$ cat config.mk
export PLATFORM = sky130hd
export DESIGN_NAME = puf_eval_ctrl
export DESIGN_NICKNAME = d
export VERILOG_FILES = /design/src/rtl/puf_eval_ctrl_pkg.sv /design/src/rtl/puf_eval_ctrl_lfsr.sv /design/src/rtl/puf_eval_ctrl.sv
export SDC_FILE = /design/constraint.sdc
export NUM_CORES = 1
export LEC_CHECK = 0
export ABC_CLOCK_PERIOD_IN_PS = 1990
export CAP_MARGIN = 20
export CORE_MARGIN = 10
export CORE_UTILIZATION = 46
export CTS_CLUSTER_DIAMETER = 100
export DETAILED_ROUTE_END_ITERATION = 10
export MAX_ROUTING_LAYER = met4
export PLACE_DENSITY_LB_ADDON = 0.12
export SYNTH_ARGS = -nofsm -noshare
export SYNTH_HDL_FRONTEND = slang
export SYNTH_SLANG_ARGS = --single-unit
$ cat constraint.sdc
create_clock -name clk -period 1.99 [get_ports clk]
set_clock_uncertainty 0.1 [all_clocks]
set_input_delay 0.199 -clock clk [delete_from_list [all_inputs] [get_ports clk]]
set_output_delay 0.199 -clock clk [all_outputs]
set_load 0.005 [all_outputs]
$ cat src/rtl/puf_eval_ctrl_pkg.sv
// Shared types and helpers for the PUF evaluation sequencer.
package puf_pkg;

  typedef enum logic [2:0] {
    IDLE,
    SETUP,
    RACE,
    SAMPLE,
    RELAX,
    DONE
  } pufState_e;

  localparam logic [15:0] LFSR_POLY_16 = 16'hB400;

  // Right-shifting Galois step. Operands are zero-extended, so any width up to 64 works.
  function automatic logic [63:0] lfsrNext(input logic [63:0] s, input logic [63:0] poly);
    return (s >> 1) ^ (s[0] ? poly : 64'd0);
  endfunction

endpackage

$ cat src/rtl/puf_eval_ctrl_lfsr.sv
// Parameterized Galois LFSR. A load takes priority over a step, and a zero seed becomes 1.
module puf_lfsr
  import puf_pkg::*;
#(
  parameter int            W    = 16,
  parameter logic [W-1:0]  POLY = W'(LFSR_POLY_16)
) (
  input  logic         clk,
  input  logic         rst,
  input  logic         load,
  input  logic         step,
  input  logic [W-1:0] seed,
  output logic [W-1:0] state
);

  localparam logic [W-1:0] ONE = {{(W-1){1'b0}}, 1'b1};

  // State register. An all-zero state never steps away, so it is never loaded.
  always_ff @(posedge clk) begin
    if (rst)       state <= '0;
    else if (load) state <= (seed == '0) ? ONE : seed;
    else if (step) state <= W'(lfsrNext(64'(state), 64'(POLY)));
  end

endmodule

$ cat src/rtl/puf_eval_ctrl.sv
// Drives the PUF slice chain: it holds a challenge, launches repeated races,
// majority-votes the synchronized result and packs one bit per challenge.
module puf_eval_ctrl
  import puf_pkg::*;
#(
  parameter int                STAGES     = 16,
  parameter int                RW         = 32,
  parameter int                VOTES      = 5,
  parameter int                SETUP_CYC  = 4,
  parameter int                SETTLE_CYC = 8,
  parameter int                RELAX_CYC  = 4,
  parameter logic [STAGES-1:0] POLY       = STAGES'(LFSR_POLY_16)
) (
  input  logic              clk,
  input  logic              rst,
  input  logic              start,
  input  logic [STAGES-1:0] seed,
  input  logic              chain_out,
  output logic [STAGES-1:0] chal_sel,
  output logic [STAGES-1:0] chal_bx,
  output logic              chain_en,
  output logic              busy,
  output logic              done,
  output logic [RW-1:0]     response
);

  localparam int MAXC = (SETUP_CYC > SETTLE_CYC) ?
                        ((SETUP_CYC > RELAX_CYC) ? SETUP_CYC : RELAX_CYC) :
                        ((SETTLE_CYC > RELAX_CYC) ? SETTLE_CYC : RELAX_CYC);
  localparam int CW = $clog2(MAXC + 1);
  localparam int VW = $clog2(VOTES + 1);
  localparam int BW = (RW > 1) ? $clog2(RW) : 1;

  localparam logic [CW-1:0] SETUP_LAST  = CW'(SETUP_CYC - 1);
  localparam logic [CW-1:0] SETTLE_LAST = CW'(SETTLE_CYC - 1);
  localparam logic [CW-1:0] RELAX_LAST  = CW'(RELAX_CYC - 1);
  localparam logic [VW-1:0] RACE_LAST   = VW'(VOTES - 1);
  localparam logic [VW-1:0] VOTE_HALF   = VW'(VOTES / 2);
  localparam logic [BW-1:0] BIT_LAST    = BW'(RW - 1);

  pufState_e         state;
  logic [CW-1:0]     cycCnt;
  logic [VW-1:0]     voteCnt;
  logic [VW-1:0]     raceIdx;
  logic [BW-1:0]     bitIdx;
  logic [1:0]        syncPipe;
  logic              ldLfsr;
  logic              stepLfsr;
  logic [STAGES-1:0] lfsrQ;
  logic [STAGES-1:0] lfsrRev;

  // A start is accepted only in IDLE. It is refused in the cycle where done is still showing.
  assign ldLfsr   = (state == IDLE) && start && !done;
  // Move to the next challenge when the final relax of the last race for a bit ends.
  assign stepLfsr = (state == RELAX) && (cycCnt == RELAX_LAST) && (raceIdx == RACE_LAST);

  puf_lfsr #(.W(STAGES), .POLY(POLY)) uLfsr (
    .clk   (clk),
    .rst   (rst),
    .load  (ldLfsr),
    .step  (stepLfsr),
    .seed  (seed),
    .state (lfsrQ)
  );

  for (genvar i = 0; i < STAGES; i++) begin : gRev
    assign lfsrRev[i] = lfsrQ[STAGES-1-i];
  end

  // Two-flop synchronizer for the chain's asynchronous terminal output.
  always_ff @(posedge clk) begin
    if (rst) syncPipe <= '0;
    else     syncPipe <= {syncPipe[0], chain_out};
  end

  // Challenge drive trails the LFSR by one cycle. With SETUP_CYC >= 2 it still settles while en=0.
  always_ff @(posedge clk) begin
    if (rst) begin
      chal_sel <= '0;
      chal_bx  <= '0;
    end else begin
      chal_sel <= lfsrQ;
      chal_bx  <= lfsrRev;
    end
  end

  // Sequencer: setup, then VOTES x (race, sample, relax) per bit, then done.
  always_ff @(posedge clk) begin
    if (rst) begin
      state    <= IDLE;
      cycCnt   <= '0;
      voteCnt  <= '0;
      raceIdx  <= '0;
      bitIdx   <= '0;
      response <= '0;
      chain_en <= 1'b0;
      busy     <= 1'b0;
      done     <= 1'b0;
    end else begin
      done <= 1'b0;
      case (state)
        IDLE: begin
          if (start && !done) begin
            state    <= SETUP;
            cycCnt   <= '0;
            voteCnt  <= '0;
            raceIdx  <= '0;
            bitIdx   <= '0;
            response <= '0;
            busy     <= 1'b1;
          end
        end
        SETUP: begin
          if (cycCnt == SETUP_LAST) begin
            cycCnt   <= '0;
            state    <= RACE;
            chain_en <= 1'b1;
          end else begin
            cycCnt <= cycCnt + 1'b1;
          end
        end
        RACE: begin
          if (cycCnt == SETTLE_LAST) begin
            cycCnt <= '0;
            state  <= SAMPLE;
          end else begin
            cycCnt <= cycCnt + 1'b1;
          end
        end
        SAMPLE: begin
          voteCnt  <= voteCnt + VW'(syncPipe[1]);
          chain_en <= 1'b0;
          state    <= RELAX;
        end
        RELAX: begin
          if (cycCnt == RELAX_LAST) begin
            cycCnt <= '0;
            if (raceIdx != RACE_LAST) begin
              raceIdx  <= raceIdx + 1'b1;
              chain_en <= 1'b1;
              state    <= RACE;
            end else begin
              response[bitIdx] <= (voteCnt > VOTE_HALF);
              voteCnt          <= '0;
              raceIdx          <= '0;
              bitIdx           <= bitIdx + 1'b1;
              state            <= (bitIdx == BIT_LAST) ? DONE : SETUP;
            end
          end else begin
            cycCnt <= cycCnt + 1'b1;
          end
        end
        DONE: begin
          done  <= 1'b1;
          busy  <= 1'b0;
          state <= IDLE;
        end
        default: state <= IDLE;
      endcase
    end
  end

endmodule

==> qor.yml <==
layout:
  fin_cells: 637
  num-fill-cells: 751
  diodes: 0
  layout-drive-gt1-share: 0.164
  syn2layout_area_growth_pct: 35.3
  post-route-util: 0.634
  nNetsFinal: 554
route:
  drt_wl_total_um: 11600
  postRouteAntennaNets: 0
  drc: 0
  drt_iter0_markers: 227
  wire_per_inst_um: 18.3
  via_per_inst: 6.07
  vias: 3866
  first_pass_iters: 5
floorplan:
  start_util: 0.468
  fp.dieW_um: 114
  die_h_um: 114
  io_pins: 87
  core_area_um2: 8680
  fp-row-count: 34
  dieArea_um2: 13000
timing:
  final_max_slew_viol_count: 0
  rsz0062_at_grt: "true"
  setup_viol: 0
  fin_crit_ps: 1970
  hold_slack_ps: 314
  fin_crit_sh: 0.989
  hold_viol_final: 0
  fmax_mhz: 508
  max_slew_margin: 0.613
  worst_pin_slew_ps: 573
  finalSetupTns_ps: 0
clock_tree:
  cts_root_buf: "clkbuf_8"
  clockBufferDepth: 2
  htree_levels: 3
  cts_tree: "done"
  cts_buffers: 9
  cts_sinks: 87
  clkTransAtPathRegs_ps: 90
  clk_latency_ps: 350
placement:
  io_buffer_count: 86
  post-dp-hpwl_um: 7910
  place.gp.congestion: 0.820
  dp.cells: 615
setup_path:
  critPathArrivalTime_ps: 2130
  crit_path_end_kind: "register"
  cp.required_ps: 2150
  crit_type: "register to register"
  start_kind: "register"
  critPathMaxFanout: 7
synthesis:
  yosys.area.top_type: "dfxtp_1"
  synthCells: 442
  synth_area_leaders: "dfxtp_1, a311oi_1, a41oi_1"
  synth_edf_count: 0
  synthArstFlopShare: 0
  syn_nets: 472
  synth_cell_types: 54
  yosys_register_bits: 87
  avgSynthCellArea_um2: 9.19
  yosysWarnings: 0
  yosysSeqAreaShare: 0.429
  synth_flop_cell: "dfxtp_1"
  syn_area_um2: 4060
  yosys.area.top_type_share: 0.429
power:
  sequentialPowerShare: 0.538
  swShare: 0.255
  pwr-share-clk: 0.342
  leakage_uw: 0.00188
  p_comb_frac: 0.121
  intPower_uw: 2530
  power.density_nw_per_um2: 618
  vdd_drop_max_v: 0.000359
  finalPower_uw: 3400
  switching_power_uw: 867
grt:
  use_met2: 0.278
  grt_max_degree: 50
  use_met1: 0.227
  grt_first_pass_wirelength_um: 18900
  grt_util_met3: 0.0341
  first_global_vias: 3719
  grt_busiest_layer: "met2"
  antenna_found_initial: 0
  grt_overflow: 0
  grt_usage: 0.177
worst_hold_path:
  min_path_type: "primary input to register"
run:
  maxCapViolCount: 0
status:
  status: "completed"
==> routing by layer <==
metal	routed length (um)	part of all wire
met4	153	0.013
met1	5170	0.44
met2	5590	0.48
met5	0	0
met3	726	0.062
==> final cells by class <==
type                    instances  area (um^2)  share of cell area
multi-input cells             284         2080               0.378
well taps                     108          135              0.0246
clock buffers                  12          155              0.0282
clock inverters                 4         30.0             0.00546
repair buffers                133         1320               0.240
inverters                       9         33.8             0.00614
flip-flops and latches         87         1750               0.317
==> worst paths after layout <==
kind / startpoint / to / slack (ps) / cells past startpoint
worst min-delay path: chain_out / syncPipe[0]$_SDFF_PP0_ / 310 / 2
worst min register to register: syncPipe[0]$_SDFF_PP0_ / syncPipe[1]$_SDFF_PP0_ / 350 / 1
worst max-delay path: cycCnt[0]$_SDFFE_PP0P_ / response[0]$_SDFFE_PP0P_ / 20 / 7
worst max register to register: cycCnt[0]$_SDFFE_PP0P_ / response[0]$_SDFFE_PP0P_ / 20 / 7
==> layout by cell type, fill, tap and decap left out, types with 3 or more instances in the layout <==
cell type and instances:
a211oi_1 3, a21oi_1 29, a311oi_1 41, a311oi_2 3
a41oi_1 27, a41oi_2 5, and3_1 11, buf_12 5
buf_4 35, buf_6 5, clkbuf_8 11, clkdlybuf4s50_1 86
dfxtp_1 84, dfxtp_2 3, ha_1 9, inv_1 9
nand2_1 27, nand3_1 15, nand4_1 3, nor2_1 6
nor2b_1 21, nor3_1 6, nor4_1 5, o211ai_1 3
o21ai_0 17
==> state kept, by name, summed over array words and instances, names as in the netlist <==
register	cells
bitIdx	5
busy	1
chain_en	1
chal_bx	1
chal_sel	15
cycCnt	4
done	1
raceIdx	3
response	32
state	3
syncPipe	2
uLfsr.state	16
voteCnt	3
==> cells by family after synthesis <==
family,Yosys count,synth area share
XOR/XNOR,3,0.00647
adder cells (fa/ha/maj),10,0.0308
AND/OR/NAND/NOR,118,0.165
multiplexers,2,0.00493
buffers and inverters,71,0.0840
flip-flops,87,0.429
AO/OA/AOI/OAI,151,0.280
==> worst max-delay path, stage by stage (launching register included) <==
cell and delay [ps]:
dfxtp_2 360, ha_4 150, or3b_4 400, o22ai_4 180, buf_6 180, clkbuf_16 160
a41oi_2 80, a311oi_1 270
==> through the flow <==
stage                     cell area, um^2  setup slack (ps)
after floorplan                      4060              81.8
after global placement               5130              -165
after detailed placement             5130              -223
after CTS                            5400             -23.3
after global routing                 5500             -55.5
final                                5500              21.3
==> synth_stat cells (3+ instances only) <==
master    count
inv_1         9
dfxtp_1      87
a41oi_1      32
nand4_1       3
clkbuf_2      3
nor3b_2       3
nor3_1        6
nand2_1      28
a311oi_1     44
nor2b_1      21
nand3_1      15
clkbuf_1     33
nor2_1        8
buf_2         9
and3_1       12
o211ai_1      3
o21ai_0      18
buf_4        16
nor4_1        5
a21oi_1      30
a211oi_1      3
ha_1         10
==> repair_timing <==
item	CTS	global route
pin swaps	11	32
gates cloned	1	1
setup endpoints to repair	49	52
hold buffers	0	0
gates resized for setup	7	22
hold endpoints to repair	0	0
setup buffers	5	1
==> power groups by stage <==
stage               clock network, uW  logic (uW)  registers [uW]
floorplan                           0         206            1860
global placement                    0         373            1860
detailed placement                  0         378            1860
CTS                              1170         404            1820
global route                     1250         447            1840
finish                           1160         410            1830
No activity file was read; power rests on OpenSTA's default activity.
